[src/rtl/alu_share_arb.sv]
// alu_share_arb: two-port round-robin scheduler for the shared single-cycle integer ALU.
// Define ALU_SHARE_ARB_PERF_EN to add the saturating conflict_cnt output.

module alu_share_arb_slot #(
  parameter int TAG_W  = 4,
  parameter int DATA_W = 32
) (
  input  logic              clk,
  input  logic              resetn,
  input  logic              grant,
  input  logic              rsp_ready,
  input  logic [DATA_W-1:0] result,
  input  logic [TAG_W-1:0]  tag,
  output logic              rsp_valid,
  output logic [DATA_W-1:0] rsp_result,
  output logic [TAG_W-1:0]  rsp_tag
);
  // A grant wins over a drain in the same cycle: the new result overwrites.
  always_ff @(posedge clk or negedge resetn) begin
    if (!resetn) begin
      rsp_valid  <= 1'b0;
      rsp_result <= '0;
      rsp_tag    <= '0;
    end else if (grant) begin
      rsp_valid  <= 1'b1;
      rsp_result <= result;
      rsp_tag    <= tag;
    end else if (rsp_ready) begin
      rsp_valid  <= 1'b0;
    end
  end
endmodule

module alu_share_arb #(
  parameter int TAG_W = 4
) (
  input  logic             clk,
  input  logic             resetn,
  input  logic             req0_valid,
  output logic             req0_ready,
  input  logic [11:0]      req0_op,
  input  logic [31:0]      req0_src1,
  input  logic [31:0]      req0_src2,
  input  logic [TAG_W-1:0] req0_tag,
  input  logic             req1_valid,
  output logic             req1_ready,
  input  logic [11:0]      req1_op,
  input  logic [31:0]      req1_src1,
  input  logic [31:0]      req1_src2,
  input  logic [TAG_W-1:0] req1_tag,
  output logic             rsp0_valid,
  input  logic             rsp0_ready,
  output logic [31:0]      rsp0_result,
  output logic [TAG_W-1:0] rsp0_tag,
  output logic             rsp1_valid,
  input  logic             rsp1_ready,
  output logic [31:0]      rsp1_result,
  output logic [TAG_W-1:0] rsp1_tag,
  output logic [11:0]      alu_op,
  output logic [31:0]      alu_src1,
  output logic [31:0]      alu_src2,
  input  logic [31:0]      alu_result
`ifdef ALU_SHARE_ARB_PERF_EN
  ,
  output logic [31:0]      conflict_cnt
`endif
);
  localparam int NUM_REQ = 2;
  localparam int OP_W    = 12;
  localparam int DATA_W  = 32;

  typedef struct packed {
    logic              valid;
    logic [OP_W-1:0]   op;
    logic [DATA_W-1:0] src1;
    logic [DATA_W-1:0] src2;
    logic [TAG_W-1:0]  tag;
  } req_t;

  req_t [NUM_REQ-1:0]                req;
  logic [NUM_REQ-1:0]                rsp_valid, rsp_ready, elig, grant;
  logic [NUM_REQ-1:0][DATA_W-1:0]    rsp_result;
  logic [NUM_REQ-1:0][TAG_W-1:0]     rsp_tag;
  logic                              prio;

  assign req[0] = '{valid: req0_valid, op: req0_op, src1: req0_src1, src2: req0_src2, tag: req0_tag};
  assign req[1] = '{valid: req1_valid, op: req1_op, src1: req1_src1, src2: req1_src2, tag: req1_tag};
  assign rsp_ready = {rsp1_ready, rsp0_ready};

  // A requester is eligible only if its response slot is empty or draining now.
  for (genvar g = 0; g < NUM_REQ; g++) begin : g_slot
    assign elig[g] = req[g].valid & (~rsp_valid[g] | rsp_ready[g]);

    alu_share_arb_slot #(.TAG_W(TAG_W), .DATA_W(DATA_W)) u_slot (
      .clk        (clk),
      .resetn     (resetn),
      .grant      (grant[g]),
      .rsp_ready  (rsp_ready[g]),
      .result     (alu_result),
      .tag        (req[g].tag),
      .rsp_valid  (rsp_valid[g]),
      .rsp_result (rsp_result[g]),
      .rsp_tag    (rsp_tag[g])
    );
  end

  // prio names the requester that wins the next conflict.
  assign grant[0] = elig[0] & (~elig[1] | ~prio);
  assign grant[1] = elig[1] & (~elig[0] |  prio);

  always_ff @(posedge clk or negedge resetn) begin
    if (!resetn)       prio <= 1'b0;
    else if (grant[0]) prio <= 1'b1;
    else if (grant[1]) prio <= 1'b0;
  end

  always_comb begin
    alu_op   = '0;
    alu_src1 = '0;
    alu_src2 = '0;
    for (int i = 0; i < NUM_REQ; i++) begin
      if (grant[i]) begin
        alu_op   = req[i].op;
        alu_src1 = req[i].src1;
        alu_src2 = req[i].src2;
      end
    end
  end

`ifdef ALU_SHARE_ARB_PERF_EN
  always_ff @(posedge clk or negedge resetn) begin
    if (!resetn)                                     conflict_cnt <= '0;
    else if (&elig && conflict_cnt != 32'hFFFF_FFFF) conflict_cnt <= conflict_cnt + 32'd1;
  end
`endif

  assign req0_ready  = grant[0];
  assign req1_ready  = grant[1];
  assign rsp0_valid  = rsp_valid[0];
  assign rsp1_valid  = rsp_valid[1];
  assign rsp0_result = rsp_result[0];
  assign rsp1_result = rsp_result[1];
  assign rsp0_tag    = rsp_tag[0];
  assign rsp1_tag    = rsp_tag[1];
endmodule

[config.mk]
export PLATFORM = sky130hd
export DESIGN_NAME = alu_share_arb
export DESIGN_NICKNAME = d
export VERILOG_FILES = /design/src/rtl/alu_share_arb.sv
export SDC_FILE = /design/constraint.sdc
export NUM_CORES = 1
export LEC_CHECK = 0
export CORE_AREA = 2 2 137 139
export DETAILED_ROUTE_END_ITERATION = 10
export DIE_AREA = 0 0 139 141
export HOLD_SLACK_MARGIN = 0.1
export MAX_ROUTING_LAYER = met4
export PLACE_DENSITY_LB_ADDON = 0.05
export SYNTH_ARGS = -nofsm -noshare
export SYNTH_HDL_FRONTEND = slang
export SYNTH_SLANG_ARGS = --single-unit
[constraint.sdc]
create_clock -name clk -period 2.8 [get_ports clk]
set_input_delay 0.84 -clock clk [delete_from_list [all_inputs] [get_ports clk]]
set_output_delay 0.84 -clock clk [all_outputs]
set_load 0.05 [all_outputs]
==> flow_summary.ini <==
[floorplan]
core_region_area_mm2 = 0.0183
initial_utilization_pct = 19.6
die_area_mm2 = 0.0196
ios = 350
fp.dieW_um = 139
rows = 50
die-height_um = 141

[critical_path]
cp_cell_sequence = buf_6 > nor2b_4 > a311oi_4 > buf_6 > buf_12 > buf_12 > buf_12 > a22o_4 > buf_12
cpMostUsedCell = buf_12
start_kind = input port
critical_path_arrival_ns = 2.12
critPathBufInv = 6
cpPeakStageDelay_ns = 0.27
required_ns = 1.96
critPathMaxFanout = 6
path_delay_family = buffers and inverters
slowest_stage = a22o_4
cp-end-kind = primary output
crit_type = input port to primary output

[power]
power_leakage_nw = 4.16
ir_drop_mv = 0.470
power_density_mw_per_mm2 = 745
finalPower_mw = 7.31

[cts]
cts_tree = done
cts_buffers = 9
cts.sinks = 75
cts_buffer_depth = 2
clock-root-buffer = clkbuf_16
clkTransAtPathRegs_ns = 0.06
clock_latency_ns = 0.34
htree_levels = 3

[timing]
min_period_ns = 2.96
rsz0062_at_grt = true
finalHoldViolations = 0
clock.fmax_mhz = 338
setup_tns_ns = -7.33
period_share_pct = 106
tightestPinTransition_ns = 0.702
slew_viol_final = 0
skew_ns = 0.00515
finalSetupViolCount = 77
fin_ws_ns = -0.157
slew_headroom_pct = 53.2

[drt]
drt-wirelength-per-cell_um = 20.7
vias = 3938
ant_nets = 0
drtPass1Iterations = 4
via_per_inst = 4.43
drt_wl_total_um = 18400
initialDrtViolationCount = 87
drc = 0

[status]
violations = setup timing
run_status = complete, but fails checks

[synth]
seq_area_frac_synth_pct = 52.5
yosysMostFrequentCell = a22o_1
synthFlopType = dfrtp_1
ys_async_sr_fraction_pct = 100
avgSynthCellArea_um2 = 13.9
syn-cell-area_mm2 = 0.00357
synthDistinctLibCells = 16
synth_edf_count = 0
synthTopCellsByArea = dfrtp_1 53%, a22o_1 19%, mux2_1 13%
yosysTopAreaCell = dfrtp_1
netlist_instances = 257
ys_warn_count = 0
synth_nets = 455
synth_top_area_share_pct = 52.5
ys_ff_latch = 75
yosys-top-cells-count = 76 x a22o_1, 75 x dfrtp_1, 41 x mux2_1, 31 x mux2_2, 16 x buf_2

[global_route]
grt_pass1_vias = 4248
grt_antenna_before_repair = 1
grt_pass1_wl_um = 26400
grt_max_degree = 54
grt_overflow = 0
grt_use_total_pct = 18.4

[final_layout]
stdcell_area_mm2 = 0.00982
utilization_pct = 53.7
instances_no_fill = 889
syn_to_final_growth_pct = 175
fin_nets = 847
drive_above_1_share_pct = 40.8

[placed_design]
gp_congestion = 0.803
placed_area_mm2 = 0.00874
dp.cells = 842
portBuffers = 349
hpwlAfterDp_um = 13800

[flow_run]
max-cap-violations = 0

[min_path]
min_path_type = flop to flop
==> per-layer routing <==
metal,global-route usage (%),routed length [µm],share of wire [%]
met4,6.22,416,2.3
met2,31.9,9660,53
met5,-,0,0
met3,4.45,1020,5.5
met1,21.0,7270,40
==> what timing repair did <==
action,4_1_cts,5_1_grt
resized for setup,67,6
pin swaps,24,4
setup endpoints to repair,78,78
setup buffers,14,2
hold buffers,0,0
cloned,11,4
==> cells by family (layout without fill, tap and decap cells) <==
kind of cell           count (synthesis)  after routing  synth area share (%)
flip-flops                            75             75                  52.5
AO/OA/AOI/OAI                         79             79                  19.9
AND/OR/NAND/NOR                        6              6                  1.40
multiplexers                          72             72                  22.7
other                                  0              1                     0
buffers and inverters                 25            422                  3.50
==> sequential cells by signal, summed over array words and instances (netlist names) <==
signal	flops
g_slot.u_slot.rsp_tag	8
g_slot.u_slot.rsp_valid	2
g_slot.u_slot.rsp_result	64
prio	1
==> cell type report <==
class | instances | area (µm²)
diodes | 1 | 2.50
clock buffers | 10 | 229
clock inverters | 6 | 72.6
fillers | 1546 | 8450
inverters | 2 | 23.8
multi-input cells | 157 | 2230
flip-flops and latches | 75 | 1880
well taps | 234 | 293
repair buffers | 403 | 5080
repair inverters | 1 | 11.3
==> path summary, 6_finish.rpt <==
path                                                  start                               to  slack (ns)  cells past startpoint
min in group asynchronous                            resetn   g_slot[0].u_slot.rsp_result[5]        0.55                      1
worst max-delay path                             rsp0_ready                     alu_src1[30]       -0.16                      9
worst min register to register  g_slot[1].u_slot.rsp_tag[0]      g_slot[1].u_slot.rsp_tag[0]        0.48                      1
worst max register to register   g_slot[0].u_slot.rsp_valid  g_slot[0].u_slot.rsp_result[11]        0.74                      7
worst min-delay path            g_slot[1].u_slot.rsp_tag[0]      g_slot[1].u_slot.rsp_tag[0]        0.48                      1
max in group asynchronous                            resetn  g_slot[1].u_slot.rsp_result[19]        1.60                      2
==> placed cells by master (no fill, tap or decap), drive strengths merged <==
cell / n
inv: 5
dfrtp: 75
clkinv: 2
a22o: 76
nand2b: 2
o211ai: 1
nor2b: 1
buf: 133
o2bb2ai: 1
diode: 1
clkbuf: 14
a311oi: 1
clkinvlp: 1
or2: 1
mux2: 72
nand2: 2
clkdlybuf4s50: 266
bufinv: 1
==> metrics by stage <==
step	setup slack [ns]	hold WS, ns
2_1_floorplan	-0.0703	0.531
3_3_place_gp	-0.521	0.467
3_5_place_dp	-0.551	0.474
4_1_cts	-0.186	0.486
5_1_grt	-0.192	0.503
6_report	-0.157	0.480
==> power by group <==
part / internal [mW] / total [mW] / leakage (nW) / switching [mW]
clock: 0.700 / 1.18 / 0.144 / 0.480
sequential: 1.37 / 1.52 / 0.875 / 0.145
combinational: 2.11 / 4.61 / 3.14 / 2.50
No activity file was read; power rests on OpenSTA's default activity.
